`src/rtl/wb_stage.sv`:
```
// Writeback stage: retires M-stage instructions, aligns load data and
// drives a registered single-cycle write into the register file.
module wb_stage #(
    parameter int LOAD_TIMEOUT = 16,
    parameter int CNT_W        = 32
) (
    input  logic             clk,
    input  logic             reset,
    input  logic             m_valid,
    output logic             m_ready,
    input  logic             m_reg_we,
    input  logic [4:0]       m_rd_addr,
    input  logic [1:0]       m_wb_sel,
    input  logic [2:0]       m_funct3,
    input  logic [31:0]      m_alu_result,
    input  logic [31:0]      m_pc_plus4,
    input  logic [31:0]      m_csr_rdata,
    input  logic             dmem_resp_valid,
    input  logic [31:0]      dmem_resp_data,
    output logic             rf_we,
    output logic [4:0]       rf_wb_addr,
    output logic [31:0]      rf_wb_data,
    output logic             load_pending,
    output logic [4:0]       load_pending_rd,
    output logic             load_err,
    output logic [CNT_W-1:0] retire_count
);

    localparam int TW = $clog2(LOAD_TIMEOUT + 1);

    typedef enum logic {
        IDLE,
        WAIT_LOAD
    } state_t;

    state_t         state;
    logic [TW-1:0]  tcnt;
    logic [4:0]     ld_rd;
    logic           ld_we;
    logic [2:0]     ld_f3;
    logic [1:0]     ld_off;

    logic [31:0]    sel_data;
    logic [31:0]    ld_data;
    logic           ld_bad;
    logic [7:0]     lb;
    logic [15:0]    lh;

    assign m_ready         = (state == IDLE);
    assign load_pending    = (state == WAIT_LOAD);
    assign load_pending_rd = load_pending ? ld_rd : 5'd0;

    always_comb begin
        sel_data = m_alu_result;
        unique case (m_wb_sel)
            2'b10:   sel_data = m_pc_plus4;
            2'b11:   sel_data = m_csr_rdata;
            default: sel_data = m_alu_result;
        endcase
    end

    assign lb = dmem_resp_data[8*ld_off +: 8];
    assign lh = ld_off[1] ? dmem_resp_data[31:16] : dmem_resp_data[15:0];

    // Misalignment is judged on the latched offset when the response lands
    always_comb begin
        ld_bad  = 1'b0;
        ld_data = dmem_resp_data;
        unique case (ld_f3)
            3'b000: ld_data = {{24{lb[7]}}, lb};
            3'b001: begin
                ld_data = {{16{lh[15]}}, lh};
                ld_bad  = ld_off[0];
            end
            3'b010: ld_bad = |ld_off;
            3'b100: ld_data = {24'd0, lb};
            3'b101: begin
                ld_data = {16'd0, lh};
                ld_bad  = ld_off[0];
            end
            default: ld_bad = 1'b1;
        endcase
    end

    always_ff @(posedge clk) begin
        if (!reset) begin
            state        <= IDLE;
            tcnt         <= '0;
            ld_rd        <= 5'd0;
            ld_we        <= 1'b0;
            ld_f3        <= 3'd0;
            ld_off       <= 2'd0;
            rf_we        <= 1'b0;
            rf_wb_addr   <= 5'd0;
            rf_wb_data   <= 32'd0;
            load_err     <= 1'b0;
            retire_count <= '0;
        end else begin
            rf_we    <= 1'b0;
            load_err <= 1'b0;
            unique case (state)
                IDLE: begin
                    if (m_valid) begin
                        if (m_wb_sel == 2'b01) begin
                            ld_rd  <= m_rd_addr;
                            ld_we  <= m_reg_we;
                            ld_f3  <= m_funct3;
                            ld_off <= m_alu_result[1:0];
                            tcnt   <= '0;
                            state  <= WAIT_LOAD;
                        end else begin
                            retire_count <= retire_count + 1'b1;
                            if (m_reg_we && m_rd_addr != 5'd0) begin
                                rf_we      <= 1'b1;
                                rf_wb_addr <= m_rd_addr;
                                rf_wb_data <= sel_data;
                            end
                        end
                    end
                end
                WAIT_LOAD: begin
                    if (dmem_resp_valid) begin
                        state        <= IDLE;
                        retire_count <= retire_count + 1'b1;
                        if (ld_bad) begin
                            load_err <= 1'b1;
                        end else if (ld_we && ld_rd != 5'd0) begin
                            rf_we      <= 1'b1;
                            rf_wb_addr <= ld_rd;
                            rf_wb_data <= ld_data;
                        end
                    end else if (tcnt == TW'(LOAD_TIMEOUT - 1)) begin
                        state    <= IDLE;
                        load_err <= 1'b1;
                    end else begin
                        tcnt <= tcnt + 1'b1;
                    end
                end
                default: state <= IDLE;
            endcase
        end
    end

endmodule

```
`config.mk`:
```
export PLATFORM = sky130hd
export DESIGN_NAME = wb_stage
export DESIGN_NICKNAME = d
export VERILOG_FILES = /design/src/rtl/wb_stage.sv
export SDC_FILE = /design/constraint.sdc
export NUM_CORES = 1
export LEC_CHECK = 0
export ABC_AREA = 1
export BUFFER_PORTS_ARGS = -buffer_cell sky130_fd_sc_hd__clkbuf_2
export CORE_ASPECT_RATIO = 0.8
export CORE_UTILIZATION = 35
export DETAILED_ROUTE_END_ITERATION = 8
export PLACE_DENSITY = 0.61
export SLEW_MARGIN = 30
export SYNTH_ARGS = -nofsm -noshare
export SYNTH_HDL_FRONTEND = slang
export SYNTH_SLANG_ARGS = --single-unit
```
`constraint.sdc`:
```
create_clock -name clk -period 1.5 [get_ports clk]
set_clock_uncertainty 0.2 [all_clocks]
set_input_delay 0.15 -clock clk [delete_from_list [all_inputs] [get_ports clk]]
set_output_delay 0.15 -clock clk [all_outputs]
set_load 0.02 [all_outputs]
```
==> results of run 1 <==
==> repair_timing <==
item                                    4_1_cts  5_1_grt
endpoints found under the setup margin       73       82
pin swaps                                    60       70
hold endpoints to repair                     36        4
setup buffers                                24       13
hold buffers                                 47        2
gates cloned                                  5        1
resized for setup                           191      130
==> report_power, final <==
| group | total [mW] | switching [mW] | leakage (nW) | internal [mW] |
|---|---|---|---|---|
| logic | 1.89 | 1.02 | 4.13 | 0.867 |
| clock network | 2.68 | 1.10 | 0.169 | 1.58 |
| registers | 2.48 | 0.0760 | 0.736 | 2.41 |
| total | 7.06 | 2.20 | 5.04 | 4.86 |
==> cell type report <==
class | count | share of cell area
Clock inverter | 6 | 0.008983
Clock buffer | 10 | 0.02364
Sequential cell | 88 | 0.1739
Tap cell | 220 | 0.02600
Timing Repair Buffer | 442 | 0.3116
Multi-Input combinational cell | 755 | 0.4143
Inverter | 106 | 0.04161
==> logic make-up after synthesis <==
kind of cell	share of synthesized area
AND/OR/NAND/NOR	0.4164
flip-flops	0.2967
XOR/XNOR	0.01032
adder cells (fa/ha/maj)	0.006322
AO/OA/AOI/OAI	0.1511
buffers and inverters	0.1193
==> per-stage QoR <==
stage                     power [mW]  hold WS (ns)  utilization
after floorplan                3.301       0.04694            -
after global placement         3.932        0.2200       0.5027
after detailed placement       3.937        0.2041       0.5027
after CTS                      7.009      0.003074       0.6070
after global routing           7.326       0.03205       0.6395
final                          7.058    -0.0004697       0.6395
==> layout by cell type (no fill, tap or decap), types with 10 or more instances in the layout <==
cell type	instances
clkbuf_16	11
nand3_1	116
nand2_4	16
buf_6	26
a21oi_2	16
buf_4	130
nand2_1	240
nor2_4	30
dlygate4sd3_1	47
nor2_1	60
clkbuf_2	214
nand3_2	20
o21ai_0	25
nor2_2	18
inv_2	10
nand2_2	33
dfxtp_2	12
inv_1	84
buf_12	13
o21ai_2	21
nand3_4	11
dfxtp_1	59
dfxtp_4	17
a21oi_1	97
==> registers in the layout, summed over array words and instances, names as in the netlist <==
signal        cells
rf_wb_data       32
retire_count     32
load_err          1
ld_we             1
ld_f3             3
ld_rd             5
tcnt              5
rf_we             1
ld_off            2
rf_wb_addr        5
load_pending      1
==> metal layers <==
layer,up-vias,GRT usage,part of all wire
met1,3801,0.3911,0.46
met5,-,0,0
li1,4058,-,-
met3,33,0.06293,0.078
met2,329,0.4233,0.44
met4,0,0.08054,0.021
==> worst max-delay path by stage <==
stage	depth (start not counted)	from	slack, ns	end
2_1_floorplan	9	load_pending	-0.1	rf_wb_data[16]
3_3_place_gp	9	retire_count[9]	-0.13	retire_count[29]
3_5_place_dp	9	ld_off[1]	-0.19	rf_wb_data[3]
4_1_cts	10	tcnt[1]	-0.16	tcnt[0]
5_1_grt	11	tcnt[1]	-0.27	tcnt[3]
6_report	9	ld_f3[0]	-0.21	rf_wb_addr[3]
==> tightest hold or removal path: stages <==
cell      delay [ns]
clkbuf_2        0.08
nand3_1         0.06
nand3_1         0.08
a21oi_1         0.06
nor2_1          0.09
==> flow_summary.rst, run 1 <==
.. list-table::
   :header-rows: 1

   * - Metric
     - Value
   * - DR vias/cell
     - 5.053
   * - Multi-input gate area in the final layout
     - 4385 um^2
   * - Yosys warning count
     - 0
   * - Final ANT Viol Nets
     - 0
   * - Final instance count without filler cells
     - 1627
   * - Clock tree root buffer cell
     - clkbuf_16
   * - Destination of the worst hold path
     - rf_wb_data[30]
   * - Run status
     - finished with violations
   * - Worst relative slew slack
     - 0.7395
   * - Net count reported at finish
     - 1548
   * - Worst EP required
     - 1.54 ns
   * - Place WS
     - -0.1929 ns
   * - Number of synthesized register bits
     - 88
   * - Effective utilization at floorplan
     - 0.3587
   * - Number of iterations in the first detailed-routing pass
     - 5
   * - Distinct cell type count after synthesis
     - 35
   * - Count of flip-flops with a built-in enable after synthesis
     - 0
   * - Row Count
     - 42
   * - Failing checks
     - hold timing, setup timing
   * - Wire length per cell
     - 15.24 um
   * - Data arrival at the endpoint of the critical path
     - 1.75 ns
   * - Number of clock buffers inserted by TritonCTS
     - 9
   * - Total half-perimeter wirelength after legalization and detailed placement
     - 17430 um
   * - First-pass GRT wire length
     - 38440 um
   * - Final cycle utilization of the critical path
     - 1.142
   * - Shortest clock period the worst path allows after layout
     - 1.714 ns
   * - Number of hold violations in the final report
     - 1
   * - Max FO, Critical Path
     - 8
   * - Netlist area before placement
     - 5938 um^2
   * - Final routed DRC violation total
     - 0
   * - Fmax
     - 583.6 MHz
   * - Dominant cell type by area after synthesis
     - dfxtp_1
   * - Critical R2R Capture
     - rf_wb_addr[3]
   * - I/O pin count
     - 221
   * - Placer congestion estimate
     - 0.9636
   * - Initial antenna violation count
     - 0
   * - R2R depth
     - 9
   * - Synthesized area per cell
     - 5.909 um^2
   * - Series of cell instances along the critical path
     - inv_6 > buf_6 > o21ai_4 > nand2_4 > nand3_4 > nand2_8 > buf_12 > o21ai_4 > a21oi_4
   * - Critical Path Sink Type
     - flop
   * - Largest vdd supply drop
     - 0.0005941 V
   * - Top area cells in the synthesized netlist
     - dfxtp_1 (30%), nand2_1 (18%), nand3_1 (12%)
   * - Vias in the first global route
     - 7569
   * - Master of the slowest instance on the critical path
     - dfxtp_4
   * - Pin count of the biggest net entering global routing
     - 37
   * - RSZ-0062 raised after global routing
     - yes
   * - Kind of cell adding the most delay to the critical path
     - flip-flops
   * - Final worst setup slack
     - -0.2135 ns
   * - Placed cells
     - 1525
   * - TNS Setup
     - -7.488 ns
   * - Insertion delay to the later sink of the worst-skew pair
     - 0.36 ns
   * - Worst-Margin Slew
     - 0.3908 ns
   * - Worst hold-check slack
     - -0.0004697 ns
   * - # fillers
     - 1449
   * - H-tree depth
     - 3
   * - Sequential cell area in the final layout
     - 1841 um^2
   * - Core Area
     - 16550 um^2
   * - Overall routed net length
     - 24790 um
   * - Most frequent cells after synthesis
     - nand2_1 (288), nand3_1 (142), a21oi_1 (114)
   * - Delay contributed by the slowest stage of the critical path
     - 0.37 ns
   * - Launch point of the worst hold path
     - m_csr_rdata[30]
   * - Count of final setup violators
     - 71
   * - Height of the chip
     - 118.5 um
   * - Synth Instances
     - 1005
   * - Proportion of netlist area held by the largest area contributor
     - 0.2967
   * - Fraction of the yosys area taken by sequential cells
     - 0.2967
   * - Most used flip-flop cell after synthesis
     - dfxtp_1
   * - Static leakage
     - 5.040 nW
   * - Async set-or-reset flop fraction in the synthesized netlist
     - 0
   * - Overall routing resource usage
     - 0.2787
   * - Most frequently used cell type in the post-synthesis netlist
     - nand2_1
   * - Die Width
     - 147.6 um
   * - Total of buffers placed on input and output ports
     - 220
   * - Clock-pin slew on the worst setup and hold paths
     - 0.07 ns
   * - Antenna diode count
     - 0
   * - Overflow after GRT
     - 0
   * - Cell depth of the worst min-delay path
     - 5
   * - Total number of vias
     - 8221
   * - CP dominant cell by count
     - o21ai_4
   * - Reg-to-reg slack, setup
     - -0.21 ns
   * - 1st-iter DRT viols
     - 535
   * - Die Footprint
     - 17490 um^2
   * - Area growth from synthesis to final layout
     - 78.26%
   * - HP Class
     - in2reg
   * - Max Cap Violations
     - 0
   * - Worst path buffer plus inverter count
     - 3
   * - Cell area after placement
     - 8322 um^2
   * - Post-Syn Nets
     - 1151
   * - Type of the worst setup path
     - reg2reg
   * - Power density over the cells
     - 666.8 nW/um^2
   * - Share of layout cells above drive strength 1
     - 0.4577
   * - Startpoint of the lowest-slack register-to-register path
     - ld_f3[0]
   * - Cell area after layout
     - 10590 um^2
   * - Clock tree from TritonCTS
     - built
   * - Number of sinks on the clock net
     - 88
   * - Maximum number of buffers from clock root to sink
     - 2
   * - Critical Path Start Type
     - flop
   * - Number of pins with negative max-slew slack in the final report
     - 0
(Power assumes the default switching activity.)
==> inputs of run 2 (changes only) <==
CELL_PAD_IN_SITES_DETAIL_PLACEMENT = 0   (was not set)
CELL_PAD_IN_SITES_GLOBAL_PLACEMENT = 1   (was not set)
CORE_UTILIZATION = 30   (was 35)
PLACE_DENSITY = 0.77   (was 0.61)
==> run 2 against run 1 <==
Register-to-register slack improved by 0.05 ns. Final cell count rose by 2.8%. Final area increased by 4.5%. Non-clock buffer count increased by 7. Hold slack improved by 0.0046 ns. Clock power is 6% lower. Flip-flop and latch count is the same. The flow finishes with violations (setup timing). Count of clock-buffer cells in the layout stayed put. Die area rose by 16%. Fmax increased by 3.0%.
==> flow_summary.rst, run 2 (synthesis gave the netlist of run 1 again) <==
.. list-table::
   :header-rows: 1

   * - Metric
     - Value
   * - Number of clock buffers inserted by TritonCTS
     - 9 (unchanged)
   * - Run status
     - finished with violations (unchanged)
   * - Worst path buffer plus inverter count
     - 4 (was 3)
   * - Area growth from synthesis to final layout
     - 86.26% (was 78.26%)
   * - Final routed DRC violation total
     - 0 (unchanged)
   * - H-tree depth
     - 3 (unchanged)
   * - Height of the chip
     - 127.8 um (was 118.5 um)
   * - Max Cap Violations
     - 0 (unchanged)
   * - Critical Path Start Type
     - flop (unchanged)
   * - Core Area
     - 19200 um^2 (was 16550 um^2)
   * - Static leakage
     - 5.227 nW (was 5.040 nW)
   * - CP dominant cell by count
     - nand2_4 (was o21ai_4)
   * - Place WS
     - -0.1912 ns (was -0.1929 ns)
   * - Commonest cells after routing, fill and taps aside
     - nand2_1 (220), clkbuf_2 (211), buf_4 (125) (was nand2_1 (240), clkbuf_2 (214), buf_4 (130))
   * - Worst relative slew slack
     - 0.6828 (was 0.7395)
   * - TNS Setup
     - -6.437 ns (was -7.488 ns)
   * - Overall routing resource usage
     - 0.2485 (was 0.2787)
   * - Effective utilization at floorplan
     - 0.3093 (was 0.3587)
   * - Leading cell type in the layout, fill and taps excluded
     - nand2_1 (unchanged)
   * - Wire length per cell
     - 15.96 um (was 15.24 um)
   * - Die Footprint
     - 20360 um^2 (was 17490 um^2)
   * - Total half-perimeter wirelength after legalization and detailed placement
     - 18130 um (was 17430 um)
   * - Failing checks
     - setup timing (was hold timing, setup timing)
   * - First-pass GRT wire length
     - 39950 um (was 38440 um)
   * - Clock-pin slew on the worst setup and hold paths
     - 0.07 ns (about the same)
   * - Number of sinks on the clock net
     - 88 (unchanged)
   * - R2R depth
     - 11 (was 9)
   * - Critical R2R Capture
     - rf_wb_data[15] (was rf_wb_addr[3])
   * - Worst EP required
     - 1.61 ns (was 1.54 ns)
   * - Biggest regs
     - retire_count (32), rf_wb_data (32) (unchanged)
   * - Startpoint of the worst setup timing path
     - ld_off[1] (was ld_f3[0])
   * - Cell area after layout
     - 11060 um^2 (was 10590 um^2)
   * - Clock tree root buffer cell
     - clkbuf_16 (unchanged)
   * - Master of the slowest instance on the critical path
     - dfxtp_4 (unchanged)
   * - Count of final setup violators
     - 68 (was 71)
   * - Data arrival at the endpoint of the critical path
     - 1.78 ns (was 1.75 ns)
   * - 1st-iter DRT viols
     - 521 (was 535)
   * - Core Util, Final
     - 0.5761 (was 0.6395)
   * - # fillers
     - 1833 (was 1449)
   * - Type of the worst setup path
     - reg2reg (unchanged)
   * - Reg-to-reg slack, setup
     - -0.16 ns (was -0.21 ns)
   * - Total stage count of the critical path
     - 11 (was 9)
   * - DR vias/cell
     - 4.888 (was 5.053)
   * - Vias in the first global route
     - 7563 (was 7569)
   * - Placed cells
     - 1564 (was 1525)
   * - Maximum number of buffers from clock root to sink
     - 2 (unchanged)
   * - Worst hold-check slack
     - 0.004139 ns (was -0.0004697 ns)
   * - Series of cell instances along the critical path
     - buf_12 > nand3_4 > nand2_4 > nand2_4 > buf_12 > buf_12 > nand2_4 > nand2_4 > nand3_4 > nand3_2 > inv_1 (was inv_6 > buf_6 > o21ai_4 > nand2_4 > nand3_4 > nand2_8 > buf_12 > o21ai_4 > a21oi_4)
   * - CP endpoint
     - rf_wb_data[15] (was rf_wb_addr[3])
   * - Placer congestion estimate
     - 0.8733 (was 0.9636)
   * - Number of pins with negative max-slew slack in the final report
     - 0 (unchanged)
   * - Shortest clock period the worst path allows after layout
     - 1.663 ns (was 1.714 ns)
   * - Total of buffers placed on input and output ports
     - 220 (unchanged)
   * - Pin count of the biggest net entering global routing
     - 45 (was 37)
   * - Final instance count without filler cells
     - 1673 (was 1627)
   * - RSZ-0062 raised after global routing
     - yes (unchanged)
   * - Total number of vias
     - 8177 (was 8221)
   * - Final total power
     - 7.062 mW (was 7.058 mW)
   * - Worst-Margin Slew
     - 0.4758 ns (was 0.3908 ns)
   * - Overflow after GRT
     - 0 (unchanged)
   * - Overall routed net length
     - 26700 um (was 24790 um)
   * - Final worst setup slack
     - -0.1628 ns (was -0.2135 ns)
   * - Insertion delay to the later sink of the worst-skew pair
     - 0.36 ns (about the same)
   * - Share of layout cells above drive strength 1
     - 0.4919 (was 0.4577)
   * - Die Width
     - 159.3 um (was 147.6 um)
   * - Fmax
     - 601.4 MHz (was 583.6 MHz)
   * - Critical Path Sink Type
     - flop (unchanged)
   * - Largest vdd supply drop
     - 0.0005512 V (was 0.0005941 V)
   * - Net count reported at finish
     - 1556 (was 1548)
   * - Clock tree from TritonCTS
     - built (unchanged)
   * - Final ANT Viol Nets
     - 0 (unchanged)
   * - Kind of cell adding the most delay to the critical path
     - buffers and inverters (was flip-flops)
   * - Delay contributed by the slowest stage of the critical path
     - 0.44 ns (was 0.37 ns)
   * - Max FO, Critical Path
     - 6 (was 8)
   * - HP Class
     - in2reg (unchanged)
   * - Number of iterations in the first detailed-routing pass
     - 7 (was 5)
   * - Antenna diode count
     - 0 (unchanged)
   * - Final cycle utilization of the critical path
     - 1.109 (was 1.142)
   * - Power density over the cells
     - 638.5 nW/um^2 (was 666.8 nW/um^2)
   * - Number of hold violations in the final report
     - 0 (was 1)
   * - Cell area after placement
     - 8402 um^2 (was 8322 um^2)
   * - Row Count
     - 45 (was 42)
   * - Startpoint of the lowest-slack register-to-register path
     - ld_off[1] (was ld_f3[0])
   * - I/O pin count
     - 221 (unchanged)
   * - Initial antenna violation count
     - 0 (unchanged)
run 2: worst min-delay path by stage:
| stage | depth (start not counted) | start | to |
|---|---|---|---|
| 5_1_grt | 5 | m_csr_rdata[20] | rf_wb_data[20] |
| 4_1_cts | 5 | m_csr_rdata[17] | rf_wb_data[17] |
| 3_5_place_dp | 3 | m_funct3[2] | ld_f3[2] |
| 2_1_floorplan | 1 | dmem_resp_valid | load_err |
| 3_3_place_gp | 3 | m_funct3[2] | ld_f3[2] |
| 6_report | 5 | m_csr_rdata[20] | rf_wb_data[20] |
run 2: worst min-delay path, cell delays in order:
cell      delay [ns]
clkbuf_2        0.08
nand3_1         0.07
nand3_1         0.09
a21oi_1         0.06
nor2_1          0.07
run 2: routing by layer:
layer,up-vias,GRT usage,wire (um),share of wire
met5,-,0,0,0
met3,43,0.05759,1556,0.058
met1,3787,0.3370,12490,0.47
li1,4063,-,-,-
met2,284,0.3893,12050,0.45
met4,0,0.07975,592,0.022
run 2: cell type report:
cell class | instances | area (um^2) | share of cell area
clock inverter | 6 | 70.07 | 0.006335
clock buffer | 10 | 250.2 | 0.02262
sequential | 88 | 1853 | 0.1675
multi-input combinational | 756 | 4639 | 0.4195
timing repair buffer | 449 | 3478 | 0.3145
inverter | 106 | 446.7 | 0.04038
tap | 258 | 322.8 | 0.02919
run 2: timing repair:
| action | in CTS | in global routing |
|---|---|---|
| gates cloned | 4 | 6 |
| endpoints found under the hold margin | 33 | 4 |
| hold buffers | 49 | 4 |
| setup buffers | 16 | 19 |
| gates resized for setup | 168 | 232 |
| pin swaps | 38 | 79 |
| setup endpoints to repair | 73 | 89 |
run 2: where the power goes:
part / switching, mW / total (mW) / internal (mW)
sequential: 0.0774 / 2.48 / 2.40
clock: 1.12 / 2.53 / 1.42
combinational: 1.12 / 2.05 / 0.934
total: 2.31 / 7.06 / 4.75
